[src/rtl/video_frame_tx_rgb_pkg.sv]
// Shared definitions for the per-image RGB stream blocks (frame transmitter and scalers).
package video_frame_tx_rgb_pkg;

  localparam int PIX_W     = 24;
  localparam int IMG_DIM_W = 11;
  localparam int BLANK_W   = 16;

  typedef enum logic [2:0] {
    S_IDLE      = 3'd0,
    S_V_FRONT   = 3'd1,
    S_LINE_WAIT = 3'd2,
    S_LINE      = 3'd3,
    S_H_BLANK   = 3'd4,
    S_V_BACK    = 3'd5
  } tx_state_e;

  // Blanking counters count down to zero, so a request of N cycles loads N-1; 0 behaves as 1.
  function automatic logic [BLANK_W-1:0] blank_load(input logic [BLANK_W-1:0] cycles);
    return (cycles == '0) ? '0 : cycles - BLANK_W'(1);
  endfunction

endpackage

[src/rtl/video_sig_delay.sv]
// Parameterised depth x width shift register with synchronous reset; all stages exposed as taps.
module video_sig_delay #(
  parameter int DEPTH = 2,
  parameter int WIDTH = 2
) (
  input  logic                        clk_in1,
  input  logic                        rst_n,
  input  logic [WIDTH-1:0]            din,
  output logic [DEPTH-1:0][WIDTH-1:0] taps,
  output logic [WIDTH-1:0]            dout
);

  // NOTE: non-blocking (<=) so each stage takes the previous stage's value from before the edge.
  always_ff @(posedge clk_in1) begin
    if (!rst_n) begin
      taps <= '0;
    end else begin
      taps[0] <= din;
      for (int i = 1; i < DEPTH; i++) begin
        taps[i] <= taps[i-1];
      end
    end
  end

  assign dout = taps[DEPTH-1];

endmodule

[src/rtl/video_frame_tx_rgb.sv]
// Frame transmitter: reads a stored image from a fixed-latency port and emits vsync/de/RGB.
module video_frame_tx_rgb
  import video_frame_tx_rgb_pkg::*;
#(
  parameter int RD_LAT = 2,
  parameter int ADDR_W = 22
) (
  input  logic                 clk_in1,
  input  logic                 rst_n,
  input  logic [IMG_DIM_W-1:0] src_img_width,
  input  logic [IMG_DIM_W-1:0] src_img_height,
  input  logic [11:0]          h_blank,
  input  logic [15:0]          v_front,
  input  logic [15:0]          v_back,
  input  logic                 frame_start,
  input  logic                 line_hold,
  output logic                 rd_en,
  output logic [ADDR_W-1:0]    rd_addr,
  input  logic [PIX_W-1:0]     rd_data,
  output logic                 per_img_vsync,
  output logic                 per_img_de,
  output logic [7:0]           per_img_r,
  output logic [7:0]           per_img_g,
  output logic [7:0]           per_img_b,
  output logic                 busy
);

  tx_state_e              state, state_nxt;
  logic [IMG_DIM_W-1:0]   width_q, height_q, x_cnt, y_cnt;
  logic [11:0]            h_blank_q;
  logic [BLANK_W-1:0]     v_back_q, blank_cnt;
  logic                   start_ok, blank_done, line_end, last_line;
  logic                   vsync_c0, de_c0;
  logic [RD_LAT-1:0][1:0] sig_taps;
  logic [1:0]             sig_out;

  assign start_ok   = frame_start && (src_img_width != '0) && (src_img_height != '0);
  assign blank_done = (blank_cnt == '0);
  assign line_end   = (x_cnt == width_q - IMG_DIM_W'(1));
  assign last_line  = (y_cnt == height_q - IMG_DIM_W'(1));

  always_ff @(posedge clk_in1) begin
    if (!rst_n) state <= S_IDLE;
    else        state <= state_nxt;
  end

  // The wait state is only entered when line_hold is high at a line boundary,
  // so an unheld frame adds no cycles between blanking and the next line.
  always_comb begin
    // NOTE: every output of this block gets a default first, so no path can infer a latch.
    state_nxt = state;
    vsync_c0  = 1'b1;
    de_c0     = 1'b0;
    rd_en     = 1'b0;
    case (state)
      S_IDLE: begin
        vsync_c0 = 1'b0;
        if (start_ok) state_nxt = S_V_FRONT;
      end
      S_V_FRONT, S_H_BLANK: begin
        if (blank_done) state_nxt = line_hold ? S_LINE_WAIT : S_LINE;
      end
      S_LINE_WAIT: begin
        if (!line_hold) state_nxt = S_LINE;
      end
      S_LINE: begin
        de_c0 = 1'b1;
        rd_en = 1'b1;
        if (line_end) state_nxt = last_line ? S_V_BACK : S_H_BLANK;
      end
      S_V_BACK: begin
        if (blank_done) state_nxt = S_IDLE;
      end
      default: begin
        vsync_c0  = 1'b0;
        state_nxt = S_IDLE;
      end
    endcase
  end

  always_ff @(posedge clk_in1) begin
    if (!rst_n) begin
      width_q   <= '0;
      height_q  <= '0;
      h_blank_q <= '0;
      v_back_q  <= '0;
      blank_cnt <= '0;
      x_cnt     <= '0;
      y_cnt     <= '0;
      rd_addr   <= '0;
    end else begin
      case (state)
        S_IDLE: begin
          if (start_ok) begin
            width_q   <= src_img_width;
            height_q  <= src_img_height;
            h_blank_q <= h_blank;
            v_back_q  <= v_back;
            blank_cnt <= blank_load(v_front);
            x_cnt     <= '0;
            y_cnt     <= '0;
            rd_addr   <= '0;
          end
        end
        S_V_FRONT, S_H_BLANK, S_V_BACK: begin
          if (!blank_done) blank_cnt <= blank_cnt - BLANK_W'(1);
        end
        S_LINE: begin
          rd_addr <= rd_addr + ADDR_W'(1);
          if (line_end) begin
            x_cnt     <= '0;
            y_cnt     <= y_cnt + IMG_DIM_W'(1);
            blank_cnt <= last_line ? blank_load(v_back_q) : blank_load({4'd0, h_blank_q});
          end else begin
            x_cnt <= x_cnt + IMG_DIM_W'(1);
          end
        end
        default: ;
      endcase
    end
  end

  // {vsync, de} travel alongside the memory latency so they line up with rd_data.
  video_sig_delay #(
    .DEPTH (RD_LAT),
    .WIDTH (2)
  ) u_sig_delay (
    .clk_in1 (clk_in1),
    .rst_n   (rst_n),
    .din     ({vsync_c0, de_c0}),
    .taps    (sig_taps),
    .dout    (sig_out)
  );

  // NOTE: the pixel registers are reset only so r/g/b read 0 after reset; they load on de alone.
  always_ff @(posedge clk_in1) begin
    if (!rst_n) begin
      per_img_vsync <= 1'b0;
      per_img_de    <= 1'b0;
      per_img_r     <= '0;
      per_img_g     <= '0;
      per_img_b     <= '0;
    end else begin
      per_img_vsync <= sig_out[1];
      per_img_de    <= sig_out[0];
      if (sig_out[0]) {per_img_r, per_img_g, per_img_b} <= rd_data;
    end
  end

  // de is never set without vsync, so OR-ing every tap equals OR-ing the vsync taps.
  assign busy = (state != S_IDLE) || (|sig_taps);

endmodule

[config.mk]
export PLATFORM = sky130hd
export DESIGN_NAME = video_frame_tx_rgb
export DESIGN_NICKNAME = d
export VERILOG_FILES = /design/src/rtl/video_frame_tx_rgb_pkg.sv /design/src/rtl/video_sig_delay.sv /design/src/rtl/video_frame_tx_rgb.sv
export SDC_FILE = /design/constraint.sdc
export NUM_CORES = 1
export LEC_CHECK = 0
export ABC_AREA = 1
export BUFFER_PORTS_ARGS = -buffer_cell sky130_fd_sc_hd__buf_4
export CAP_MARGIN = 25
export CORE_MARGIN = 5
export CORE_UTILIZATION = 62
export CTS_BUF_LIST = sky130_fd_sc_hd__clkbuf_16
export CTS_CLUSTER_DIAMETER = 120
export DETAILED_ROUTE_END_ITERATION = 8
export PLACE_DENSITY = 0.94
export SYNTH_ARGS = -nofsm -noshare
export SYNTH_HDL_FRONTEND = slang
export SYNTH_SLANG_ARGS = --single-unit
[constraint.sdc]
create_clock -name clk_in1 -period 3.3 [get_ports clk_in1]
set_clock_uncertainty 0.15 [all_clocks]
set_input_delay 0.165 -clock clk_in1 [delete_from_list [all_inputs] [get_ports clk_in1]]
set_output_delay 0.165 -clock clk_in1 [all_outputs]
set_load 0.02 [all_outputs]
======== Word-level counts from Yosys, hierarchy flattened ========
Index checks and enable logic that the tools add are counted.
storage, ports and cells
  register bits ........................... 143
operators by class
  add/sub/neg operators ................... 9
  eq/ne operators ......................... 13
  mux-type cells .......................... 25
  reductions and logical operators ........ 22
operator list
  kind                   count
  $mux 16                7
  $logic_not 16->1       3
  $pmux 16 s3            1
  $sub 16x1->16 const B  3
  $pmux 11 s2            2
  $pmux 22 s2            1
  $mux 11                3
  $add 11x1->11 const B  2
  $add 22x1->22 const B  1
  $eq 11x11->1           2
  $mux 22                1
  $reduce_bool 11->1     2
  $sub 11x1->11 const B  2
  $mux 3                 5
  $pmux 3 s5             1
  $sub 12x1->13 const B  1
  $logic_not 12->1       1
  $ne 2x2->1 const B     6
  $eq 3x2->1 const B     2
  $eq 3x3->1 const B     2
  $reduce_bool 3->1      2
  $reduce_and 5->1       1
  $reduce_or 5->1        1
  $mux 1                 4
  11 further kinds       13

======== Logic depth before layout (Yosys ltp) ========
  depth in word-level cells ............... 5
  gate-level depth with buffers ........... 19
  gate-level depth less buffers ........... 18

======== Hierarchy ========
Synthesis repeated with hierarchy kept, for this count alone.
second synthesis, totals
  cell total of the unflattened synthesis .. 1,401
  area, all modules ....................... 8,687.1 um^2
modules (own cells, without submodules)
  module              times used  cells each  area an instance (um^2)  sequential area each (um^2)
  video_frame_tx_rgb  1           1,387       8,562.0                  2,782.7
  video_sig_delay     1           14          125.1                    80.1

======== Worst setup path after synthesis ========
OpenSTA, ideal clock, no wires.
  path kind ............................... register to register
  start ................................... reg rd_addr[0]
  end ..................................... reg rd_addr[20]
  setup time .............................. 0.070 ns
  data arrival time ....................... 1.938 ns
  setup slack ............................. 1.141 ns
  cell stages (with the launch flop) ...... 11
  path buffers ............................ 0
  period minus slack after synthesis ...... 2.159 ns
  cell sequence ........................... dfxtp_1 > ha_1 > nand3_1 > nor2_1 > nand3_1 > nor3_1 > nand2_1 > nor2_1 > a21oi_1 > nand3b_1 > a21oi_1
between the ends
  word-level cells in the longest chain between the ends .. 2
RTL lines
  what                      line                       text
  start: declaration        video_frame_tx_rgb.sv:18   output logic [ADDR_W-1:0] rd_addr,
  start signal: assignment  video_frame_tx_rgb.sv:109  rd_addr <= rd_addr + ADDR_W'(1);
  $add 22x1->22             video_frame_tx_rgb.sv:109
  $pmux 22 s2               video_frame_tx_rgb.sv:92   case (state)
Every way passes these cells.
A chain may end at the register's enable or synchronous reset.

======== Worst setup path after layout ========
  start ................................... in src_img_height[5]
  end ..................................... reg rd_addr[6]
between the ends
  word-level cells in the longest chain between the ends .. 4
RTL lines
  what                               line                      text
  start: declaration                 video_frame_tx_rgb.sv:11  input logic [IMG_DIM_W-1:0] src_img_height,
  $reduce_bool 11->1                 video_frame_tx_rgb.sv:37  assign start_ok = frame_start && (src_img_width != '0) && (src_img_height != '0);
  $logic_and 1x1->1                  video_frame_tx_rgb.sv:37
  $ne 2x2->1 (no source line)        -
  $reduce_and 2->1 (no source line)  -
Every way passes these cells.

==> impl_metrics.tcl <==
set metrics [dict create \
    status "completed" \
    track_usage_pct 34.9 \
    final_cell_area_sq_um 11200 \
    ys_types 44 \
    io_pins 144 \
    ys_seq_elements 143 \
    overflow 0 \
    cts-resized-gates 0 \
    crit_required_ns 3.49 \
    avgRoutedWirePerCell_microns 16.2 \
    arrival_ns 3.06 \
    fill_cells 837 \
    crit_top_cell "nand2_1" \
    cap_violations 0 \
    core-area_sq_um 13800 \
    synthesis.nets 1518 \
    timing_worst_slew_pin_value_ns 0.742 \
    setup_ws_ns 0.431 \
    drc_errors 0 \
    worstPathCellList "dlygate4sd3_1, buf_4, nor4_1, nand3_1, nand4_4, nand2_1, inv_2, nand2_1, a211oi_1" \
    avgSynthCellArea_sq_um 6.18 \
    clk_latency_ns 0.43 \
    dp_hpwl_mm 18.1 \
    grt_pass1_wl_mm 47.6 \
    worstHoldPathType "in -> reg" \
    grt-busiest-layer "met2" \
    slew_headroom_pct 50.5 \
    area_growth_pct 28.8 \
    drive_gt1_share_pct 12.9 \
    dpl_cell_area_sq_um 9930 \
    critPathCaptureType "flop" \
    finalNetCount 1716 \
    use_met2_pct 60.7 \
    gp_congestion 0.964 \
    dieArea_sq_um 16600 \
    grt_max_degree 65 \
    dieHeight_microns 129 \
    cp_slowest_cell "dlygate4sd3_1" \
    holdWs_ns 0.0320 \
    via_per_inst 5.90 \
    die_w_microns 129 \
    grtUsageMet1_pct 39.7 \
    syn-cell-area_sq_um 8730 \
    vdd_drop_max_v 0.000502 \
    ant_nets 0 \
    critical-path-max-stage-delay_ns 0.56 \
    setup_tns_ns 0 \
    grt_use_met3_pct 7.97 \
    power.leakage_nw 5.10 \
    rsz0062_at_grt "no" \
    clk_path_buf_depth 2 \
    cts_num_sinks 143 \
    fmax_mhz 349 \
    drv_slew 0 \
    yosys_warnings 0 \
    cts_tree "yes" \
    crit_type "in -> reg" \
    cts-root-buf "clkbuf_16" \
    async_reset_ff_share_pct 0 \
    power_density_nw_per_um2 764 \
    grt_pass1_vias 10300 \
    drt-pass1-iter-count 8 \
    antenna_found_initial 0 \
    setup_viol 0 \
    synth_edf_count 0 \
    vias 10600 \
    numCtsBuffers 17 \
    rows 43 \
    fin_crit_sh_pct 86.9 \
    synth_seq_area_share_pct 32.8 \
    wirelength_mm 29.2 \
    first_iter_violations 1210 \
    htree_levels 4 \
    fin_crit_ns 2.87 \
    startpoint_type "primary input" \
    dp_slack_ns 0.766 \
    port_buffers 143 \
    diodes 0 \
    ys.flop_type "dfxtp_1" \
    final_hold_viol_count 0 \
    syn_inst 1413 \
    power_mw 8.59 \
    cts.clk_slew.worst_paths_ns 0.07 \
    start_util_pct 63.2 \
    critPathMaxFanout 49 \
]
power by group:
part / internal [mW] / leakage [nW] / switching, mW
Combinational: 1.48 / 3.65 / 2.88
Clock: 1.06 / 0.280 / 0.839
Sequential: 2.04 / 1.17 / 0.288
cell usage in the layout (no fill, tap or decap), types with 33 or more instances in the layout:
master / n
nand4_1: 40
inv_1: 161
nand3_1: 86
a21oi_1: 96
nor2_1: 256
o21ai_0: 114
nand2_1: 304
dfxtp_1: 143
dlygate4sd3_1: 74
buf_4: 152
xor2_1: 33
nor3_1: 39
registers in the layout, summed over array words and instances, names as in the netlist, 11 cells and up:
name and flops:
y_cnt 11, rd_addr 22, blank_cnt 16, width_q 11, height_q 11, x_cnt 11
v_back_q 16, h_blank_q 12
per-layer routing:
layer / share of wire (%) / wire length [microns] / vias to the layer above
met4: 5.5 / 1620 / 0
met5: 0 / 0 / -
met1: 37 / 10700 / 4766
li1: - / - / 4975
met3: 9.8 / 2870 / 182
met2: 48 / 14000 / 726
metrics by stage:
| step | utilization, % | instances |
|---|---|---|
| floorplan | - | 1413 |
| global placement | 71.8 | 1698 |
| detailed placement | 71.8 | 1698 |
| CTS | 81.3 | 1804 |
| global route | 81.3 | 1804 |
| finish | 81.3 | 1804 |
synth_stat cells (10+ instances only):
cell      number  area [sq um]
nand2_1      304          1140
ha_1          11           138
xor2_1        33           289
nand4_1       40           250
inv_1        161           604
buf_2         12          60.1
nor4_1        11          68.8
a21oi_1       96           480
clkbuf_1      34           128
nor3_1        39           195
dfxtp_1      143          2860
xnor2_1       10          87.6
nor2_1       257           965
o21ai_0      114           571
nand3_1       86           430
logic make-up (layout without fill, tap and decap cells):
group                    count (synthesis)  count (layout)  synth area share [%]
AO/OA/AOI/OAI                          237             237                  14.2
XOR/XNOR                                43              43                  4.31
adder cells (fa/ha/maj)                 11              11                  1.58
buffers and inverters                  211             422                  9.33
flip-flops                             143             143                  32.8
AND/OR/NAND/NOR                        768             768                  37.8
layout make-up:
type                            count  area, sq um  area share [%]
Clock buffer                       17          425            3.78
Clock inverter                     15          151            1.35
Inverter                          163          612            5.44
Multi-Input combinational cell   1059         5070            45.1
Sequential cell                   143         2860            25.5
Tap cell                          180          225            2.00
Timing Repair Buffer              227         1900            16.9
critical path, delay by kind of cell:
| kind | cells | cell delay [ns] |
|---|---|---|
| AOI/OAI and AO/OA | 1 | 0.22 |
| buffers and inverters | 3 | 1.06 |
| and+or+nand+nor | 5 | 1.61 |
worst paths after layout:
check,slack (ns),from,endpoint,cells after the start
setup reg to reg,0.46,width_q[0],y_cnt[0],17
hold reg to reg,0.29,u_sig_delay.taps[0],u_sig_delay.dout[0],2
setup / recovery,0.43,src_img_height[5],rd_addr[6],9
hold / removal,0.03,line_hold,state[0],6
what timing repair did:
item / CTS / global route
hold buffers: 74 / 0
setup buffers: 0 / 0
endpoints found under the hold margin: 74 / 0
Note: power is estimated with default switching activity, not from simulation.
